[config.mk]
export PLATFORM = sky130hd
export DESIGN_NAME = vend_payment
export DESIGN_NICKNAME = d
export VERILOG_FILES = /design/src/rtl/vend_payment.sv
export SDC_FILE = /design/constraint.sdc
export NUM_CORES = 1
export LEC_CHECK = 0
export BUFFER_PORTS_ARGS = -buffer_cell sky130_fd_sc_hd__buf_2
export CAP_MARGIN = 20
export CORE_AREA = 5 5 73 62
export CTS_CLUSTER_SIZE = 16
export DETAILED_ROUTE_END_ITERATION = 12
export DIE_AREA = 0 0 78 67
export PLACE_DENSITY = 0.79
export SLEW_MARGIN = 25
export SYNTH_ARGS = -nofsm -noshare
export SYNTH_HDL_FRONTEND = slang
export SYNTH_SLANG_ARGS = --single-unit
[constraint.sdc]
create_clock -name clk -period 4.2 [get_ports clk]
set_input_delay 0.84 -clock clk [delete_from_list [all_inputs] [get_ports clk]]
set_output_delay 0.84 -clock clk [all_outputs]
set_load 0.02 [all_outputs]
[src/rtl/vend_payment.sv]
// Payment collector for the vending machine: latches an item price on select,
// accumulates coin pulses until the price is covered, then issues a one-cycle
// vend (with change) or a one-cycle refund on cancel. All outputs are registered.
module vend_payment #(
  parameter int unsigned PRICE_HI  = 100,  // code 11
  parameter int unsigned PRICE_MID = 75,   // codes 01 and 10
  parameter int unsigned PRICE_LO  = 50    // code 00
) (
  input  logic       clk,
  input  logic       resetn,
  input  logic       w0,
  input  logic       w1,
  input  logic       sel,
  input  logic       nickel,
  input  logic       dime,
  input  logic       quarter,
  input  logic       cancel,
  output logic       busy,
  output logic [7:0] credit,
  output logic [7:0] price_out,
  output logic       vend,
  output logic [7:0] change,
  output logic       change_valid,
  output logic       coin_reject
);

  localparam logic [1:0] StIdle    = 2'd0;
  localparam logic [1:0] StCollect = 2'd1;
  localparam logic [1:0] StVend    = 2'd2;
  localparam logic [1:0] StRefund  = 2'd3;

  logic [1:0] state_q, state_d;
  logic [7:0] credit_q, credit_d;
  logic [7:0] price_q, price_d;
  logic [7:0] change_q, change_d;
  logic       vend_q, vend_d;
  logic       change_valid_q, change_valid_d;
  logic       coin_reject_q, coin_reject_d;
  logic       busy_q, busy_d;

  logic [1:0] coin_cnt;
  logic       any_coin;
  logic       multi_coin;
  logic [7:0] coin_val;
  logic [7:0] credit_sum;
  logic [7:0] price_sel;

  // Coin decode: quarter beats dime beats nickel; extra coins count as rejects.
  always_comb begin
    coin_cnt   = 2'(nickel) + 2'(dime) + 2'(quarter);
    any_coin   = nickel | dime | quarter;
    multi_coin = (coin_cnt > 2'd1);
    if (quarter)     coin_val = 8'd25;
    else if (dime)   coin_val = 8'd10;
    else if (nickel) coin_val = 8'd5;
    else             coin_val = 8'd0;
    // Prices are limited to 230 so the final overshoot still fits in 8 bits.
    credit_sum = credit_q + coin_val;
  end

  // Item code to price lookup.
  always_comb begin
    unique case ({w1, w0})
      2'b11:   price_sel = 8'(PRICE_HI);
      2'b00:   price_sel = 8'(PRICE_LO);
      default: price_sel = 8'(PRICE_MID);
    endcase
  end

  // Next-state and registered-output logic.
  always_comb begin
    state_d        = state_q;
    credit_d       = credit_q;
    price_d        = price_q;
    change_d       = change_q;
    vend_d         = 1'b0;
    change_valid_d = 1'b0;
    coin_reject_d  = 1'b0;

    unique case (state_q)
      StIdle: begin
        coin_reject_d = any_coin;
        if (sel) begin
          price_d  = price_sel;
          credit_d = 8'd0;
          state_d  = StCollect;
        end
      end
      StCollect: begin
        if (cancel) begin
          // Cancel wins over any coin in the same cycle; credit is returned as-is.
          coin_reject_d  = any_coin;
          change_d       = credit_q;
          change_valid_d = 1'b1;
          state_d        = StRefund;
        end else if (any_coin) begin
          coin_reject_d = multi_coin;
          credit_d      = credit_sum;
          if (credit_sum >= price_q) begin
            vend_d         = 1'b1;
            change_valid_d = 1'b1;
            change_d       = credit_sum - price_q;
            state_d        = StVend;
          end
        end
      end
      StVend, StRefund: begin
        // One-cycle strobe states; late coins are handed back.
        coin_reject_d = any_coin;
        credit_d      = 8'd0;
        state_d       = StIdle;
      end
      default: state_d = StIdle;
    endcase

    busy_d = (state_d != StIdle);
  end

  // State and output registers.
  always_ff @(posedge clk or negedge resetn) begin
    if (!resetn) begin
      state_q        <= StIdle;
      credit_q       <= 8'd0;
      price_q        <= 8'd0;
      change_q       <= 8'd0;
      vend_q         <= 1'b0;
      change_valid_q <= 1'b0;
      coin_reject_q  <= 1'b0;
      busy_q         <= 1'b0;
    end else begin
      state_q        <= state_d;
      credit_q       <= credit_d;
      price_q        <= price_d;
      change_q       <= change_d;
      vend_q         <= vend_d;
      change_valid_q <= change_valid_d;
      coin_reject_q  <= coin_reject_d;
      busy_q         <= busy_d;
    end
  end

  assign busy         = busy_q;
  assign credit       = credit_q;
  assign price_out    = price_q;
  assign vend         = vend_q;
  assign change       = change_q;
  assign change_valid = change_valid_q;
  assign coin_reject  = coin_reject_q;

endmodule

==> impl.org <==
** Clock network
- After clock tree synthesis, the setup repair step added 0 buffers.
- Clock input transition at the sequential cells of the worst setup and hold paths :: 0.10 ns
- The root buffer cell chosen for the clock tree is clkbuf_8.
- H-tree level count :: 1
- The number of hold buffers added after CTS was 0.
- Clock insertion delay at the later pin of the skew report :: around 0.27 ns
- Count of instances resized after the clock tree is built :: 0
- Clk buf depth :: 2
- Clock tree from TritonCTS :: yes
- CTS saw 28 sinks.
- The number of clock buffers added by TritonCTS is 3.

** Pwr
- Summed over all nets, the switching power comes to 891.1 uW.
- In this run the static leakage power is 0.001116 uW.
- Cell internal power was estimated by the tool at 1053 uW.
- Portion of total power attributed to the clock network :: 0.109
- The worst-case IR drop observed on VDD is ~0.46 mV.
- Gate power share :: 0.640
- Total power density per cell area :: 881.0 nW/um^2
- Of the total power, registers draw 0.251.
- Sw frac :: 0.4583

** Logic synthesis
- Number of nets in the synthesized netlist :: 231
- After synthesis, the share of flip-flops with an asynchronous set or reset is 1.000.
- Yosys mapped a number of flops with a built-in enable equal to 0.
- Of the synthesized area, sequential elements account for 0.3599.
- Yosys attributes the largest share of cell area to dfrtp_1 36%, ha_1 11%, mux2_2 8.1%.
- FF+latch count, synth :: 28
- Total of warnings raised by yosys :: 0
- Flip-flop cell with the highest count after synthesis :: dfrtp_1
- The largest total area in the synthesized netlist belongs to dfrtp_1.
- Post-Syn Area :: 1947 sq um
- Averaged over all synthesized cells, the footprint is about 9.6 sq um.
- The share of synthesized area in the top cell type comes to 0.3599.
- Synth unique cells :: between 40 and 50
- Post-Synthesis Cells :: around 200

** Route
- Residual DRC :: 0
- Number of iterations in the first detailed-routing pass :: 4
- Drt wl/cell :: between 15 and 20 um
- Number of routed nets with antenna violations :: 0
- The final route contains roughly 1600 vias.
- After detailed routing, the total wire length is roughly 4.4 mm.
- Violation count after the first detailed-routing iteration :: 192
- Using the TritonRoute via totals, the vias-per-cell ratio works out to around 5.6.

** Layout
- Final #Nets :: between 200 and 300
- Once layout is complete, the utilization of the core stands at 0.6000.
- Area grow syn2layout :: 13.37%
- Diodes inserted :: 0
- Final instance area :: roughly 2200 sq um
- Of the cells placed in the final design, the portion with a size suffix greater than 1 is 0.2616.

** Global routing
- The first global-routing pass estimated about 7.3 mm of wire.
- Pin count of the biggest net entering global routing :: 29
- After global routing the overflow that remains totals 0.
- Initial antenna violation count :: 0
- Global routing met1 resource utilization :: 0.2573
- GR met3 Demand/Resource :: 0.05000
- Met2 Track Usage GR :: 0.2677
- Number of global-route vias before repair :: 1476
- For this run, the total global-route usage over all layers was measured as 0.1765.
- Most used routing layer in global routing :: met2

** Min path
- In this run the worst hold path is classified as reg -> reg.

** STA
- At the pin with the least slew margin, the transition time is roughly 0.68 ns.
- Clk_skew :: between 0.004 and 0.005 ns
- Setup repair after global routing left no endpoint under its margin.
- Total setup violations reported at the end of the flow :: 0
- The final-report max-slew violation count was 0.
- Counting I/O delays and the setup requirement, the final critical path takes between 3 and 4 ns.
- Timing would allow up to about 0.26 GHz.
- Slew margin rel. :: 0.5430
- Final hold violations :: 0
- Ratio of final minimum period to clock period :: 0.9336

** Placed design
- Post-placement cell area :: 2136 sq um
- Summed over all nets, the half-perimeter wirelength after detailed placement is ~3.5 mm.
- Buffers placed on the I/O ports in this run total 35.
- The congestion estimate from routability-driven global placement came to between 0.9 and 1.

** Die
- From bottom edge to top edge, the die measures roughly 67 um.
- Initial core utilization :: 0.5293
- The region available for standard cell placement spans ~3700 sq um.
- Die Span X :: around 78 um
- Number of top-level design ports :: 37
- Die area :: around 5200 sq um
- Row generation in the floorplan step produced 20 rows.

** Setup path
- Kind of end point of the critical path :: flip-flop
- At the worst endpoint, the required time is ~4.4 ns.
- Type of element launching the critical path :: primary input
- The worst setup path is of the in -> reg kind.
- Maximum fanout encountered on the critical timing path :: 9
- Data on the critical path arrives at its endpoint at a little over 4 ns.
- Cell family with the largest share of critical-path delay :: compound AO/OA/AOI/OAI gates
- Traced cell by cell, the critical path runs through buf_2 > inv_1 > a21o_1 > ha_1 > fa_1 > a21o_1 > a21oi_1 > nor2b_1 > o21ai_0 > xnor2_1 > ha_1 > nand4_1 > o21ai_1 > a211oi_2 > a221oi_4 > mux2_2.
- Max stage delay cell, worst path :: a221oi_4
- Longest individual stage delay on the worst path :: approximately 0.47 ns
- In this run the register-to-register setup slack is approximately 0.65 ns.
- Number of buffers and inverters on the critical path :: 2

** Outcome
- The flow ran to the end, and the final reports show no timing, DRC or antenna violations.

** Flow run
- Max-Cap Viols :: 0
-- power by group through the flow --
stage	registers (uW)	logic (uW)	clock network, uW
after floorplan	579	835	0
after global placement	491	1210	0
after detailed placement	494	1230	0
after CTS	490	1240	217
after global routing	508	1380	229
final	489	1240	212
-- final timing paths --
check	startpoint	cells after the start	end
max in group asynchronous	resetn	1	credit[2]$_DFFE_PN0P_
min in group asynchronous	resetn	1	price_out[5]$_DFFE_PN0P_
worst max-delay path	dime	16	change[5]$_DFFE_PN0P_
worst min register to register	price_out[5]$_DFFE_PN0P_	2	price_out[5]$_DFFE_PN0P_
worst min-delay path	price_out[5]$_DFFE_PN0P_	2	price_out[5]$_DFFE_PN0P_
worst max register to register	credit[0]$_DFFE_PN0P_	13	change[5]$_DFFE_PN0P_
-- cell families (layout without fill, tap and decap cells) --
kind of cell               Yosys count  count (layout)  share of synthesized area
and+or+nand+nor                     51              51                     0.1234
adders and majority gates           19              19                     0.1298
other                                1               1                   0.001926
DFF                                 28              28                     0.3599
buffers and inverters               23              57                    0.05976
muxes                               15              15                    0.08612
AOI/OAI and AO/OA                   55              55                     0.1896
xor gates and xnor gates            11              11                    0.04949
-- worst reg2reg max path: cells and delay by family (launching register included) --
family | cells | cell delay (ns)
compound gates | 6 | 1.36
xor+xnor | 1 | 0.10
fa+ha+maj | 3 | 0.98
flops | 1 | 0.45
mux | 1 | 0.39
simple gates | 2 | 0.17
-- state kept, by name, summed over array words and instances, names as in the netlist --
register and flops:
busy 1, change 8, change_valid 1, coin_reject 1
credit 8, price_out 6, state_q 2, vend 1
-- cells in the mapped netlist (3+ instances only) --
cell and n:
nand3_1 4, nor2_1 15, a21o_1 5, ha_1 17, a22oi_1 3, o21ai_0 18
mux2_2 14, buf_4 3, a21oi_1 11, dfrtp_1 28, o211ai_1 3, nand2_1 17
xnor2_1 9, inv_1 16
-- area by class of cell --
class,instances,area [sq um]
clock inverter,1,30.03
sequential,28,700.7
clock buffer,3,41.29
inverter,16,60.06
tap,44,55.05
fill,315,1471
multi-input combinational,152,1130
timing repair buffer,37,190.2
-- routing by layer --
| metal | share of wire | wire (um) |
|---|---|---|
| met1 | 0.47 | 2036 |
| met2 | 0.44 | 1940 |
| met3 | 0.086 | 377 |
| met4 | 0.0041 | 18 |
| met5 | 0 | 0 |
-- stage by stage --
| stage | setup TNS (ns) | setup slack [ns] | instances | total power [uW] | hold slack, ns |
|---|---|---|---|---|---|
| global route | 0 | 0.07854 | 281 | 2114 | 0.5353 |
| detailed placement | -0.02914 | -0.01015 | 277 | 1724 | 0.4926 |
| CTS | 0 | 0.2716 | 281 | 1948 | 0.5216 |
| finish | 0 | 0.2789 | 281 | 1944 | 0.5095 |
| global placement | 0 | 0.06668 | 277 | 1704 | 0.4882 |
| floorplan | 0 | 0.2662 | 203 | 1414 | 0.5444 |
-- cell usage in the layout (no fill, tap or decap), drive strengths merged, types with 3 or more instances in the layout --
cell type  synthesis  final
nand3              4      4
a21o               6      6
mux2              14     14
o21ai             19     19
xnor2              9      9
o211ai             3      3
dfrtp             28     28
buf                5     37
ha                17     17
clkbuf             2      3
inv               16     16
nand2             17     17
a211oi             3      3
nor2              15     15
a21oi             12     12
a22oi              3      3
Note: power is estimated with default switching activity, not from simulation.
